**src/rtl/alu_operand_sequencer_if.sv**
```systemverilog
// Bus between the operand sequencer, its input source (switches/buttons) and the 6-bit mini ALU.
// The sequencer uses the slave modport; the source/ALU side uses master.
interface alu_operand_sequencer_if #(
  parameter int unsigned WIDTH = 6,
  parameter int unsigned FXN_W = 3,
  parameter int unsigned CNT_W = 8
);
  logic [WIDTH-1:0] din;
  logic             load;
  logic             go;
  logic [WIDTH-1:0] a_out;
  logic [WIDTH-1:0] b_out;
  logic [FXN_W-1:0] fxn_out;
  logic [WIDTH-1:0] x_in;
  logic [WIDTH-1:0] result;
  logic             result_valid;
  logic             busy;
  logic [1:0]       need;
  logic [CNT_W-1:0] op_count;

  modport master (
    output din, load, go, x_in,
    input  a_out, b_out, fxn_out, result, result_valid, busy, need, op_count
  );

  modport slave (
    input  din, load, go, x_in,
    output a_out, b_out, fxn_out, result, result_valid, busy, need, op_count
  );
endinterface

```
**src/rtl/alu_operand_sequencer.sv**
```systemverilog
// Serially collects A, B and fxn from a shared bus, drives them into the mini ALU and
// captures its output on a go strobe. All outputs are registered.
module alu_operand_sequencer #(
  parameter int unsigned WIDTH = 6,
  parameter int unsigned FXN_W = 3,
  parameter int unsigned CNT_W = 8
) (
  input logic                   clk,
  input logic                   reset,
  alu_operand_sequencer_if.slave bus
);

  typedef enum logic [2:0] {StWaitA, StWaitB, StWaitF, StReady, StExec, StDone} state_e;

  localparam logic [1:0] NeedA    = 2'b00;
  localparam logic [1:0] NeedB    = 2'b01;
  localparam logic [1:0] NeedFxn  = 2'b10;
  localparam logic [1:0] NeedNone = 2'b11;

  state_e state;

  // busy and need are registered alongside state so they decode from state only.
  always_ff @(posedge clk or posedge reset) begin
    if (reset) begin
      state            <= StWaitA;
      bus.a_out        <= '0;
      bus.b_out        <= '0;
      bus.fxn_out      <= '0;
      bus.result       <= '0;
      bus.result_valid <= 1'b0;
      bus.busy         <= 1'b0;
      bus.need         <= NeedA;
      bus.op_count     <= '0;
    end else begin
      unique case (state)
        StWaitA: begin
          if (bus.load) begin
            bus.a_out <= bus.din;
            bus.need  <= NeedB;
            state     <= StWaitB;
          end
        end
        StWaitB: begin
          if (bus.load) begin
            bus.b_out <= bus.din;
            bus.need  <= NeedFxn;
            state     <= StWaitF;
          end
        end
        StWaitF: begin
          if (bus.load) begin
            bus.fxn_out <= bus.din[FXN_W-1:0];
            bus.need    <= NeedNone;
            state       <= StReady;
          end
        end
        StReady: begin
          if (bus.go) begin
            bus.busy <= 1'b1;
            state    <= StExec;
          end
        end
        StExec: begin
          bus.result       <= bus.x_in[WIDTH-1:0];
          bus.result_valid <= 1'b1;
          bus.op_count     <= bus.op_count + CNT_W'(1);
          bus.busy         <= 1'b0;
          state            <= StDone;
        end
        StDone: begin
          // go has priority; a simultaneous load is dropped.
          if (bus.go) begin
            bus.busy <= 1'b1;
            state    <= StExec;
          end else if (bus.load) begin
            bus.a_out        <= bus.din;
            bus.result_valid <= 1'b0;
            bus.need         <= NeedB;
            state            <= StWaitB;
          end
        end
        default: begin
          bus.busy <= 1'b0;
          bus.need <= NeedA;
          state    <= StWaitA;
        end
      endcase
    end
  end

endmodule

```
**src/flat_wrapper.sv**
```systemverilog
// flat-port wrapper written by rule: the top's interface ports become plain ports
module alu_operand_sequencer_flat 
#(
  parameter int unsigned WIDTH = 6,
  parameter int unsigned FXN_W = 3,
  parameter int unsigned CNT_W = 8
)
  (clk, reset, bus_din, bus_load, bus_go, bus_x_in, bus_a_out, bus_b_out, bus_fxn_out, bus_result, bus_result_valid, bus_busy, bus_need, bus_op_count);
  alu_operand_sequencer_if #(.WIDTH(WIDTH), .FXN_W(FXN_W), .CNT_W(CNT_W)) bus_i ();
  input logic clk;
  input logic reset;
  input wire logic [$bits(bus_i.din)-1:0] bus_din;
  input wire logic [$bits(bus_i.load)-1:0] bus_load;
  input wire logic [$bits(bus_i.go)-1:0] bus_go;
  input wire logic [$bits(bus_i.x_in)-1:0] bus_x_in;
  output wire logic [$bits(bus_i.a_out)-1:0] bus_a_out;
  output wire logic [$bits(bus_i.b_out)-1:0] bus_b_out;
  output wire logic [$bits(bus_i.fxn_out)-1:0] bus_fxn_out;
  output wire logic [$bits(bus_i.result)-1:0] bus_result;
  output wire logic [$bits(bus_i.result_valid)-1:0] bus_result_valid;
  output wire logic [$bits(bus_i.busy)-1:0] bus_busy;
  output wire logic [$bits(bus_i.need)-1:0] bus_need;
  output wire logic [$bits(bus_i.op_count)-1:0] bus_op_count;
  assign bus_i.din = bus_din;
  assign bus_i.load = bus_load;
  assign bus_i.go = bus_go;
  assign bus_i.x_in = bus_x_in;
  assign bus_a_out = bus_i.a_out;
  assign bus_b_out = bus_i.b_out;
  assign bus_fxn_out = bus_i.fxn_out;
  assign bus_result = bus_i.result;
  assign bus_result_valid = bus_i.result_valid;
  assign bus_busy = bus_i.busy;
  assign bus_need = bus_i.need;
  assign bus_op_count = bus_i.op_count;
  alu_operand_sequencer #(.WIDTH(WIDTH), .FXN_W(FXN_W), .CNT_W(CNT_W)) u_core (.clk(clk), .reset(reset), .bus(bus_i));
endmodule
```
**config.mk**
```make
export PLATFORM = sky130hd
export DESIGN_NAME = alu_operand_sequencer_flat
export DESIGN_NICKNAME = d
export VERILOG_FILES = /design/src/rtl/alu_operand_sequencer_if.sv /design/src/rtl/alu_operand_sequencer.sv /design/src/flat_wrapper.sv
export SDC_FILE = /design/constraint.sdc
export NUM_CORES = 1
export LEC_CHECK = 0
export CAP_MARGIN = 0
export CORE_MARGIN = 5
export CORE_UTILIZATION = 46
export DETAILED_ROUTE_END_ITERATION = 8
export PLACE_DENSITY_LB_ADDON = 0.05
export SYNTH_ARGS = -nofsm -noshare
export SYNTH_HDL_FRONTEND = slang
export SYNTH_SLANG_ARGS = --single-unit
export TNS_END_PERCENT = 1
```
**constraint.sdc**
```tcl
create_clock -name clk -period 2 [get_ports clk]
set_clock_uncertainty 0.2 [all_clocks]
set_input_delay 0.3 -clock clk [delete_from_list [all_inputs] [get_ports clk]]
set_output_delay 0.3 -clock clk [all_outputs]
set_load 0.01 [all_outputs]
```
==> results.sh <==
export IMPL_layout_area_growth_over_synthesis_pct=40.8
export IMPL_first_global_vias=1133
export IMPL_share_of_the_cycle_needed_by_the_critical_path_after_routing_pct=91.6
export IMPL_post_dp_hpwl_um=2500
export IMPL_die_width_um=68.8
export IMPL_cts_hold_repair_buffers=0
export IMPL_detailroute_via_count=1167
export IMPL_cts_repair_resized=0
export IMPL_vdd_drop_max_mv=0.707
export IMPL_htree_num_levels=2
export IMPL_post_synth_cell_area_avg_sq_um=12.8
export IMPL_routedWlPerCell_um=14.3
export IMPL_postSynthRegisterBits=36
export IMPL_yosys_warnings=0
export IMPL_cp_end_kind="output pin"
export IMPL_total_power_mw=3.25
export IMPL_ys_dominant_reg_cell="sky130_fd_sc_hd__dfrtp_1"
export IMPL_ant_nets=0
export IMPL_post_synth_top_area_fraction_pct=56.6
export IMPL_cts_num_sinks=36
export IMPL_grt_first_pass_wirelength_um=5390
export IMPL_path_max_fanout=5
export IMPL_critPathMaxStageDelay_ps=570
export IMPL_synth_top_cell_by_area="sky130_fd_sc_hd__dfrtp_1"
export IMPL_highest_clock_rate_mhz=546
export IMPL_row_count=21
export IMPL_overflow=0
export IMPL_critical_path_arrival_ps=1330
export IMPL_slew_headroom_pct=70.4
export IMPL_slew_violations=0
export IMPL_detailroute_wirelength_met3_um=279
export IMPL_min_delay_path_class="in2async"
export IMPL_ys_types=33
export IMPL_clkSlewWorstSetupHoldPaths_ps=110
export IMPL_clock_latency_ps=330
export IMPL_cts_max_path_buffers=2
export IMPL_critPathRequiredTime_ps=1500
export IMPL_largest_net_degree_at_the_start_of_global_routing=37
export IMPL_rr_endpoint="u_core.bus.a_out[4]"
export IMPL_static_leakage_power_nw=0.945
export IMPL_port_buffers=48
export IMPL_antenna_diode_count=0
export IMPL_met2RoutedLength_um=1580
export IMPL_remaining_drc_errors=0
export IMPL_finalSetupTns_ps=0
export IMPL_postSynth_asyncResetShare_pct=100
export IMPL_die_area_sq_um=4740
export IMPL_rsz0062_at_grt="no"
export IMPL_setup_viol=0
export IMPL_power_density_nw_per_um2=1450
export IMPL_design_area_final_sq_um=2240
export IMPL_top_layer="met4"
export IMPL_synth_enable_flop_cells=0
export IMPL_path_cells="clkdlybuf4s50_1"
export IMPL_seq_area_frac_synth_pct=56.6
export IMPL_finalWeightedCongestion=0.805
export IMPL_initial_core_util_pct=47.7
export IMPL_io_pin_count=49
export IMPL_cts_inserted_buffers=5
export IMPL_worst_path_max_delay_cell="sky130_fd_sc_hd__clkdlybuf4s50_1"
export IMPL_postSynthCellCount=124
export IMPL_dieHeight_um=68.8
export IMPL_grt_util_all_layers_pct=15.8
export IMPL_place_area_sq_um=2180
export IMPL_post_cts_setup_buffers=0
export IMPL_coreArea_sq_um=3340
export IMPL_drt_total_wl_um=3300
export IMPL_max_cap_viol_count=0
export IMPL_post_synth_main_area_contributors="sky130_fd_sc_hd__dfrtp_1 57%, sky130_fd_sc_hd__mux2_2 9.9%, sky130_fd_sc_hd__mux2_1 4.9%"
export IMPL_reg2reg_from="u_core.state[2]"
export IMPL_timing_setup_critical_path_class="reg2out"
export IMPL_finalCriticalPeriod_ps=1830
export IMPL_post_route_cells_drive_above_1_share_pct=18.9
export IMPL_layout_nets=201
export IMPL_cp_buffers_inverters=1
export IMPL_crit_path_start_kind="flip-flop"
export IMPL_timing_final_hold_violations=0
export IMPL_cts_root_buf="sky130_fd_sc_hd__clkbuf_4"
export IMPL_r2r_slack_ps=220
export IMPL_drt_initial_drc_count=64
export IMPL_grt_antenna_before_repair=0
export IMPL_worst_slew_pin_slew_ps=444
export IMPL_synthesis_nets=141
export IMPL_ff2ff_path_depth=3
export IMPL_detail_route_wirelength_met1_um=1380
export IMPL_syn_cell_area_sq_um=1590
export IMPL_vias_cell=5.05
export IMPL_run_status="finished, final reports clean"
export IMPL_cp_top_family="buffers and inverters"
export IMPL_first_pass_iters=4
export IMPL_tritoncts="built"
-- power by group --
group          switching (mW)  internal [mW]  leakage (nW)
clock network           0.231          0.172        0.0315
logic                   0.621          0.938         0.475
registers               0.242           1.05         0.439
total                    1.09           2.16         0.945
-- layer usage --
| metal | vias up | global-route usage [%] |
|---|---|---|
| met5 | - | 0 |
| met1 | 571 | 19.1 |
| met3 | 6 | 7.13 |
| li1 | 558 | - |
| met4 | 0 | 6.57 |
| met2 | 32 | 24.4 |
-- through the flow --
step           hold slack (ps)  worst slack [ps]  util, %  instances
6_report                   172               168     67.2        231
3_5_place_dp               266             -41.8     65.3        223
4_1_cts                    167               132     67.2        231
5_1_grt                    188              72.9     67.2        231
2_1_floorplan              235               352        -        124
3_3_place_gp               260              4.35     65.3        223
-- state kept, by name, summed over array words and instances, names as in the netlist, 2 cells and up --
name                 flops
u_core.bus.a_out         6
u_core.bus.b_out         6
u_core.bus.fxn_out       3
u_core.bus.need          2
u_core.bus.op_count      8
u_core.bus.result        6
u_core.state             3
-- layout make-up --
class,instances,area (sq um)
fill,262,1090
sequential,36,901
multi-input combinational,80,654
timing repair buffer,58,556
tap,46,57.6
clock buffer,7,55.1
inverter,3,11.3
clock inverter,1,7.51
-- worst max path at each step --
stage	from	endpoint	slack (ps)	cells after the start
final	u_core.bus.op_count[2]	bus_op_count[2]	170	1
after global placement	bus_go	u_core.bus.a_out[0]	4	4
after detailed placement	bus_load	u_core.bus.a_out[4]	-40	4
after CTS	u_core.bus.op_count[2]	bus_op_count[2]	130	1
after floorplan	u_core.state[0]	u_core.bus.result[1]	350	4
after global routing	u_core.bus.op_count[2]	bus_op_count[2]	70	1
-- layout by cell type, fill, tap and decap left out, types with 3 or more instances in the layout --
cell,n
sky130_fd_sc_hd__buf_4,10
sky130_fd_sc_hd__clkbuf_4,5
sky130_fd_sc_hd__clkdlybuf4s50_1,48
sky130_fd_sc_hd__dfrtp_1,36
sky130_fd_sc_hd__inv_1,3
sky130_fd_sc_hd__mux2_1,7
sky130_fd_sc_hd__mux2_2,14
sky130_fd_sc_hd__nand2_1,10
sky130_fd_sc_hd__nand2b_1,4
sky130_fd_sc_hd__nand4_1,4
sky130_fd_sc_hd__nor2b_1,4
sky130_fd_sc_hd__o21ai_0,3
sky130_fd_sc_hd__o2bb2ai_1,3
sky130_fd_sc_hd__xnor2_1,7
-- cell usage after synthesis, drive strengths merged (2+ instances only) --
| cell type | number |
|---|---|
| a22oi | 2 |
| nor2 | 3 |
| o21ai | 3 |
| mux2 | 21 |
| o2bb2ai | 3 |
| and3b | 2 |
| a211oi | 2 |
| nand2 | 10 |
| xnor2 | 7 |
| dfrtp | 36 |
| buf | 4 |
| and3 | 2 |
| nand4 | 4 |
| a21oi | 2 |
| nor2b | 4 |
| nand2b | 4 |
| inv | 3 |
-- kinds of logic (layout without fill, tap and decap cells) --
kind of cell	Yosys count	after routing	synth area share (%)
AOI/OAI and AO/OA	18	18	8.80
buffers and inverters	8	69	2.36
xor gates and xnor gates	8	8	4.40
DFF	36	36	56.6
adders and majority gates	1	1	0.785
muxes	22	22	15.5
and+or+nand+nor	31	31	11.6
(Power assumes the default switching activity.)
==> edit 1 (same flow settings) <==
Re-encode `state_e` (6 states) as one-hot, 6 bits wide.
--- a/src/rtl/alu_operand_sequencer.sv
+++ b/src/rtl/alu_operand_sequencer.sv
@@ -12,3 +12,3 @@
 
-  typedef enum logic [2:0] {StWaitA, StWaitB, StWaitF, StReady, StExec, StDone} state_e;
+  typedef enum logic [5:0] {StWaitA = 6'b000001, StWaitB = 6'b000010, StWaitF = 6'b000100, StReady = 6'b001000, StExec = 6'b010000, StDone = 6'b100000} state_e;
 
Function: same outputs for any inputs over 10 cycles, from zero or initial values and one cycle with reset high; not proved beyond that.
==> edit 1 against the unedited design <==
  * Sequential cell count increased by 3
  * Core utilization decreased by 0.77 points
  * First-iteration DRC count increased by 41%
  * Total power decreased by 9.6%
  * Setup slack got worse by 0.17 ns
  * Area after synthesis increased by 16%
  * Die area increased by 14%
  * Maximum frequency decreased by 8.3%
  * Routed wire length increased by 31%
  * Final area increased by 17%
  * Critical path type is now reg -> reg
  * Largest cell class unchanged
  * Largest power group unchanged
==> edit 1: results (changes against the unedited design) <==
min_path:
  hold_path.class: "in -> async"
yosys:
  synth_flop_cell: "dfrtp_1"
  synthXorXnorAreaFrac_pct: 4.74  # +0.34 points
  async_reset_ff_share_pct: 100  # unchanged
  synth_nets: 180  # +28%
  synth_fa_ha_area_share_pct: 0.678  # -0.11 points
  synth.distinct_cells: 43  # +30%
  synth-compound-area-share_pct: 8.13  # -0.67 points
  ys_seq_area_share_pct: 52.9  # -3.6 points
  synth_warnings: 0  # unchanged
  synthTopCellsByArea: "dfrtp_1, mux2_2, nand2_1, xnor2_1, nand4_1"
  ys_top_cells_by_count: "dfrtp_1, nand2_1, mux2_2"
  synth_edf_count: 0  # unchanged
  synth.mux.area_fraction_pct: 10.8  # -4.7 points
finish:
  largest_reg_flops: 8  # unchanged
  largest-register: "u_core.bus.op_count"
  fin_nets: 247  # +23%
  drive_above_1_share_pct: 24.2  # +5.3 points
  fillers: 290  # +11%
  diodes: 0  # unchanged
power_and_ir_drop:
  ir_drop_v: 0.000782  # +11%
  swShare_pct: 30.4  # -3.3 points
  leakagePower_uw: 0.00115  # +22%
setup_path:
  cp_slowest_cell: "dfstp_2"
  critPathArrivalTime_ns: 1.97  # +0.64 ns
  cp_max_fo: 10  # +5
  rrSetupSlack_ns: 0.002  # -0.22 ns
  slowest_delay_ns: 0.65  # +0.08 ns
  worstReg2RegEnd: "u_core.bus.a_out[0]$_DFFE_PP0P_"
  reg2reg_depth: 5  # +2
  rr_startpoint: "u_core.state[0]$_DFFE_PP1P_"
clock_tree:
  clock_path_buffers: 2  # unchanged
  cts_htree_levels: 2  # unchanged
  clockRootBuffer: "clkbuf_8"
  clock_latency_ns: 0.29  # -0.04 ns
  cts_made_buffers: 5  # unchanged
  path_clk_slew_ns: 0.07  # -0.04 ns
grt:
  use_met1_pct: 23.0  # +3.9 points
  grt_pass1_wl_um: 7170  # +33%
  antenna_found_initial: 0  # unchanged
  grt_use_total_pct: 17.5  # +1.7 points
  use_met2_pct: 27.3  # +2.9 points
  grt_max_degree: 28  # -24%
  grt_pass1_vias: 1533  # +35%
  grt_use_met3_pct: 5.20  # -1.9 points
drt:
  viasPerCell: 5.32  # +5.4%
  drt_first_pass_iters: 4  # unchanged
  routed_wl_um: 4340  # +31%
  dr.first_iter.drc_count: 90  # +41%
sta:
  worst_pin_slew_ns: 0.358  # -0.0860 ns
status:
  status: "finished, final reports clean"
placement:
  placed_area_sq_um: 2480  # +14%
  hpwl_um: 3240  # +29%
  io_buffers: 48  # unchanged
  place.gp.congestion: 0.864  # +7.4%
edit 1: changes by cell type after synthesis, moves of 3 or more:
cell / unedited run / this run
nand2b_1: 4 / 0
nand2_1: 10 / 30
nor3_1: 0 / 3
nor2_1: 2 / 6
o2bb2ai_1: 3 / 0
mux2_1: 7 / 0
edit 1: how the worst max path moves through the flow:
stage / from / to / slack, ns / cells after the start
3_3_place_gp: bus_go / u_core.bus.a_out[3]$_DFFE_PP0P_ / -0.14 / 6
4_1_cts: u_core.state[1]$_DFFE_PP0P_ / u_core.bus.fxn_out[0]$_DFFE_PP0P_ / -0.0007 / 4
3_5_place_dp: bus_go / u_core.bus.a_out[0]$_DFFE_PP0P_ / -0.21 / 6
2_1_floorplan: u_core.state[1]$_DFFE_PP0P_ / u_core.bus.a_out[0]$_DFFE_PP0P_ / -0.04 / 5
6_report: u_core.state[0]$_DFFE_PP1P_ / u_core.bus.a_out[0]$_DFFE_PP0P_ / 0.002 / 5
5_1_grt: u_core.state[0]$_DFFE_PP1P_ / u_core.bus.a_out[0]$_DFFE_PP0P_ / -0.08 / 5
edit 1: timing repair:
item                       in CTS  in global routing
resized for setup               4                  3
setup endpoints to repair      12                 28
setup buffers                   1                  0
pin swaps                       3                  0
edit 1: power by group through the flow:
| stage | Combinational, uW | Sequential (uW) | Clock [uW] |
|---|---|---|---|
| global route | 1300 | 1180 | 635 |
| floorplan | 551 | 1200 | 0 |
| global placement | 1170 | 1150 | 0 |
| finish | 1210 | 1150 | 581 |
| detailed placement | 1190 | 1160 | 0 |
| CTS | 1220 | 1150 | 600 |
edit 1: worst max-delay path, delay by kind of cell, from the launching register on:
family	cells	cell delay, ns
flip-flops	1	0.65
multiplexers	1	0.34
AND/OR/NAND/NOR	1	0.19
buffers and inverters	1	0.16
AO/OA/AOI/OAI	2	0.34
edit 1: area by class of cell:
| class | count | share of cell area, % |
|---|---|---|
| Timing Repair Buffer | 68 | 24.2 |
| Clock buffer | 8 | 3.82 |
| Inverter | 5 | 0.717 |
| Tap cell | 50 | 2.39 |
| Multi-Input combinational cell | 111 | 31.4 |
| Sequential cell | 39 | 37.4 |
edit 1: layer usage:
| metal | up-vias | part of all wire [%] |
|---|---|---|
| li1 | 704 | - |
| met1 | 742 | 43 |
| met2 | 42 | 50 |
| met3 | 8 | 5.7 |
| met4 | 0 | 1.7 |
| met5 | - | 0 |
edit 1: per-stage QoR:
step,hold slack (ns),cells,power [uW],util (%),setup WS (ns)
floorplan,0.205,163,1750,-,-0.0433
global placement,0.259,272,2320,63.0,-0.138
detailed placement,0.268,272,2360,63.0,-0.208
CTS,0.136,281,2970,66.0,-0.000717
global route,0.151,281,3120,66.4,-0.0770
finish,0.138,281,2940,66.4,0.00245
==> edit 2 (same flow settings) <==
Without the edit above. `WIDTH` is set to 6 in 3 places; all go to 5.
--- a/src/rtl/alu_operand_sequencer_if.sv
+++ b/src/rtl/alu_operand_sequencer_if.sv
@@ -3,3 +3,3 @@
 interface alu_operand_sequencer_if #(
-  parameter int unsigned WIDTH = 6,
+  parameter int unsigned WIDTH = 5,
   parameter int unsigned FXN_W = 3,
--- a/src/rtl/alu_operand_sequencer.sv
+++ b/src/rtl/alu_operand_sequencer.sv
@@ -3,3 +3,3 @@
 module alu_operand_sequencer #(
-  parameter int unsigned WIDTH = 6,
+  parameter int unsigned WIDTH = 5,
   parameter int unsigned FXN_W = 3,
--- a/src/flat_wrapper.sv
+++ b/src/flat_wrapper.sv
@@ -3,3 +3,3 @@
 #(
-  parameter int unsigned WIDTH = 6,
+  parameter int unsigned WIDTH = 5,
   parameter int unsigned FXN_W = 3,
Ports: changed (5 resized); port bits go from 49 to 44. No check against the original RTL was run, so the function may have changed too.
==> edit 2 against the unedited design <==
  * Core utilization increased by 1.8 points
  * Setup slack worse by 0.050 ns
  * Die area shrank 6.5%
  * Total power fell by 2.8%
  * Area after synthesis down 7.5%
  * Routed wire length shrank 6.7%
  * Final area is 6.1% lower
  * Critical path depth increased by 2
  * Largest cell class unchanged
  * Critical path type is now reg -> reg
  * Sequential cell count down 3
  * Highest routed layer unchanged
  * First-iteration DRC count decreased by 53%
  * Register-to-register slack worse by 0.10 ns
==> edit 2: results (changes against the unedited design) <==
status:
  status: "finished, final reports clean"
placement:
  hpwl_um: 2260  # -9.9%
  io_buffers: 43  # -10%
  dp.cells: 210  # -5.8%
  place.gp.congestion: 0.817  # +1.5%
  placed_area_sq_um: 2010  # -7.6%
setup_path:
  cp_max_fo: 17  # +12
  rrSetupSlack_ns: 0.12  # -0.10 ns
  path_delay_family: "simple AND/OR/NAND/NOR gates"
  startpoint: "u_core.state[2]$_DFFE_PP0P_"
  critPathArrivalTime_ns: 1.92  # +0.59 ns
yosys:
  synth.mux.area_fraction_pct: 14.4  # -1.0 points
  ys_top_cells_by_count: "dfrtp_1, mux2_2, nand2_1"
  synth.distinct_cells: 32  # -3.0%
  synth-compound-area-share_pct: 8.33  # -0.47 points
  ys_seq_area_share_pct: 56.1  # -0.48 points
  synth_fa_ha_area_share_pct: 0.850  # +0.064 points
  synthTopCellsByArea: "dfrtp_1, mux2_2, xnor2_1, nand2_1, nand2b_1"
  avgSynthCellArea_sq_um: 12.6  # -2.0%
power_and_ir_drop:
  power_frac_clock_pct: 16.6  # +4.2 points
  pg_comb_uw: 1440  # -8%
  internal_power_uw: 2130  # -1.1%
  ir_drop_v: 0.000808  # +14%
  leakagePower_uw: 0.000904  # -4.4%
  comb_power_share_pct: 45.4  # -2.5 points
grt:
  grt_max_degree: 34  # -8.1%
  grt_use_total_pct: 15.6  # -0.15 points
  grt_pass1_wl_um: 5080  # -5.8%
drt:
  vias: 1121  # -3.9%
  wl_per_cell_um: 14.1  # -1.2%
  dr.first_iter.drc_count: 30  # -53%
  dr_wl_met2_um: 1570  # -0.88%
clock_tree:
  clock_latency_ns: 0.34
sta:
  finalCritPeriodShare_pct: 94.1  # +2.5 points
  hold_ws_ns: 0.136  # -0.0360 ns
finish:
  final_cell_count_no_fill: 218  # -5.6%
  drive_above_1_share_pct: 22.4  # +3.5 points
  fin_nets: 188  # -6.5%
  fillers: 263  # +0.38%
## edit 2: changes by cell type after synthesis, moves of 2 or more
| cell | change |
|---|---|
| a21oi_1 | -2 |
| dfrtp_1 | -3 |
| mux2_1 | -7 |
| mux2_2 | +4 |
## edit 2: cell type report
class | count | area (sq um) | share of cell area, %
Clock buffer | 7 | 55.1 | 2.61
Timing Repair Buffer | 53 | 505 | 24.0
Sequential cell | 33 | 826 | 39.2
Multi-Input combinational cell | 77 | 623 | 29.6
Inverter | 3 | 11.3 | 0.535
Clock inverter | 1 | 30.0 | 1.43
Tap cell | 44 | 55.1 | 2.61
## edit 2: routing by layer
metal | vias up | track usage, %
met5 | - | 0
met4 | 0 | 6.09
met3 | 8 | 7.42
met2 | 39 | 26.0
met1 | 544 | 17.2
li1 | 530 | -
## edit 2: what timing repair did
item                       CTS  global route
setup endpoints to repair    0             1
setup buffers                0             0
resized for setup            0             1
## edit 2: tightest hold or removal path: cells and delay by family
family / cells / cell delay (ns)
buffers and inverters: 3 / 0.80
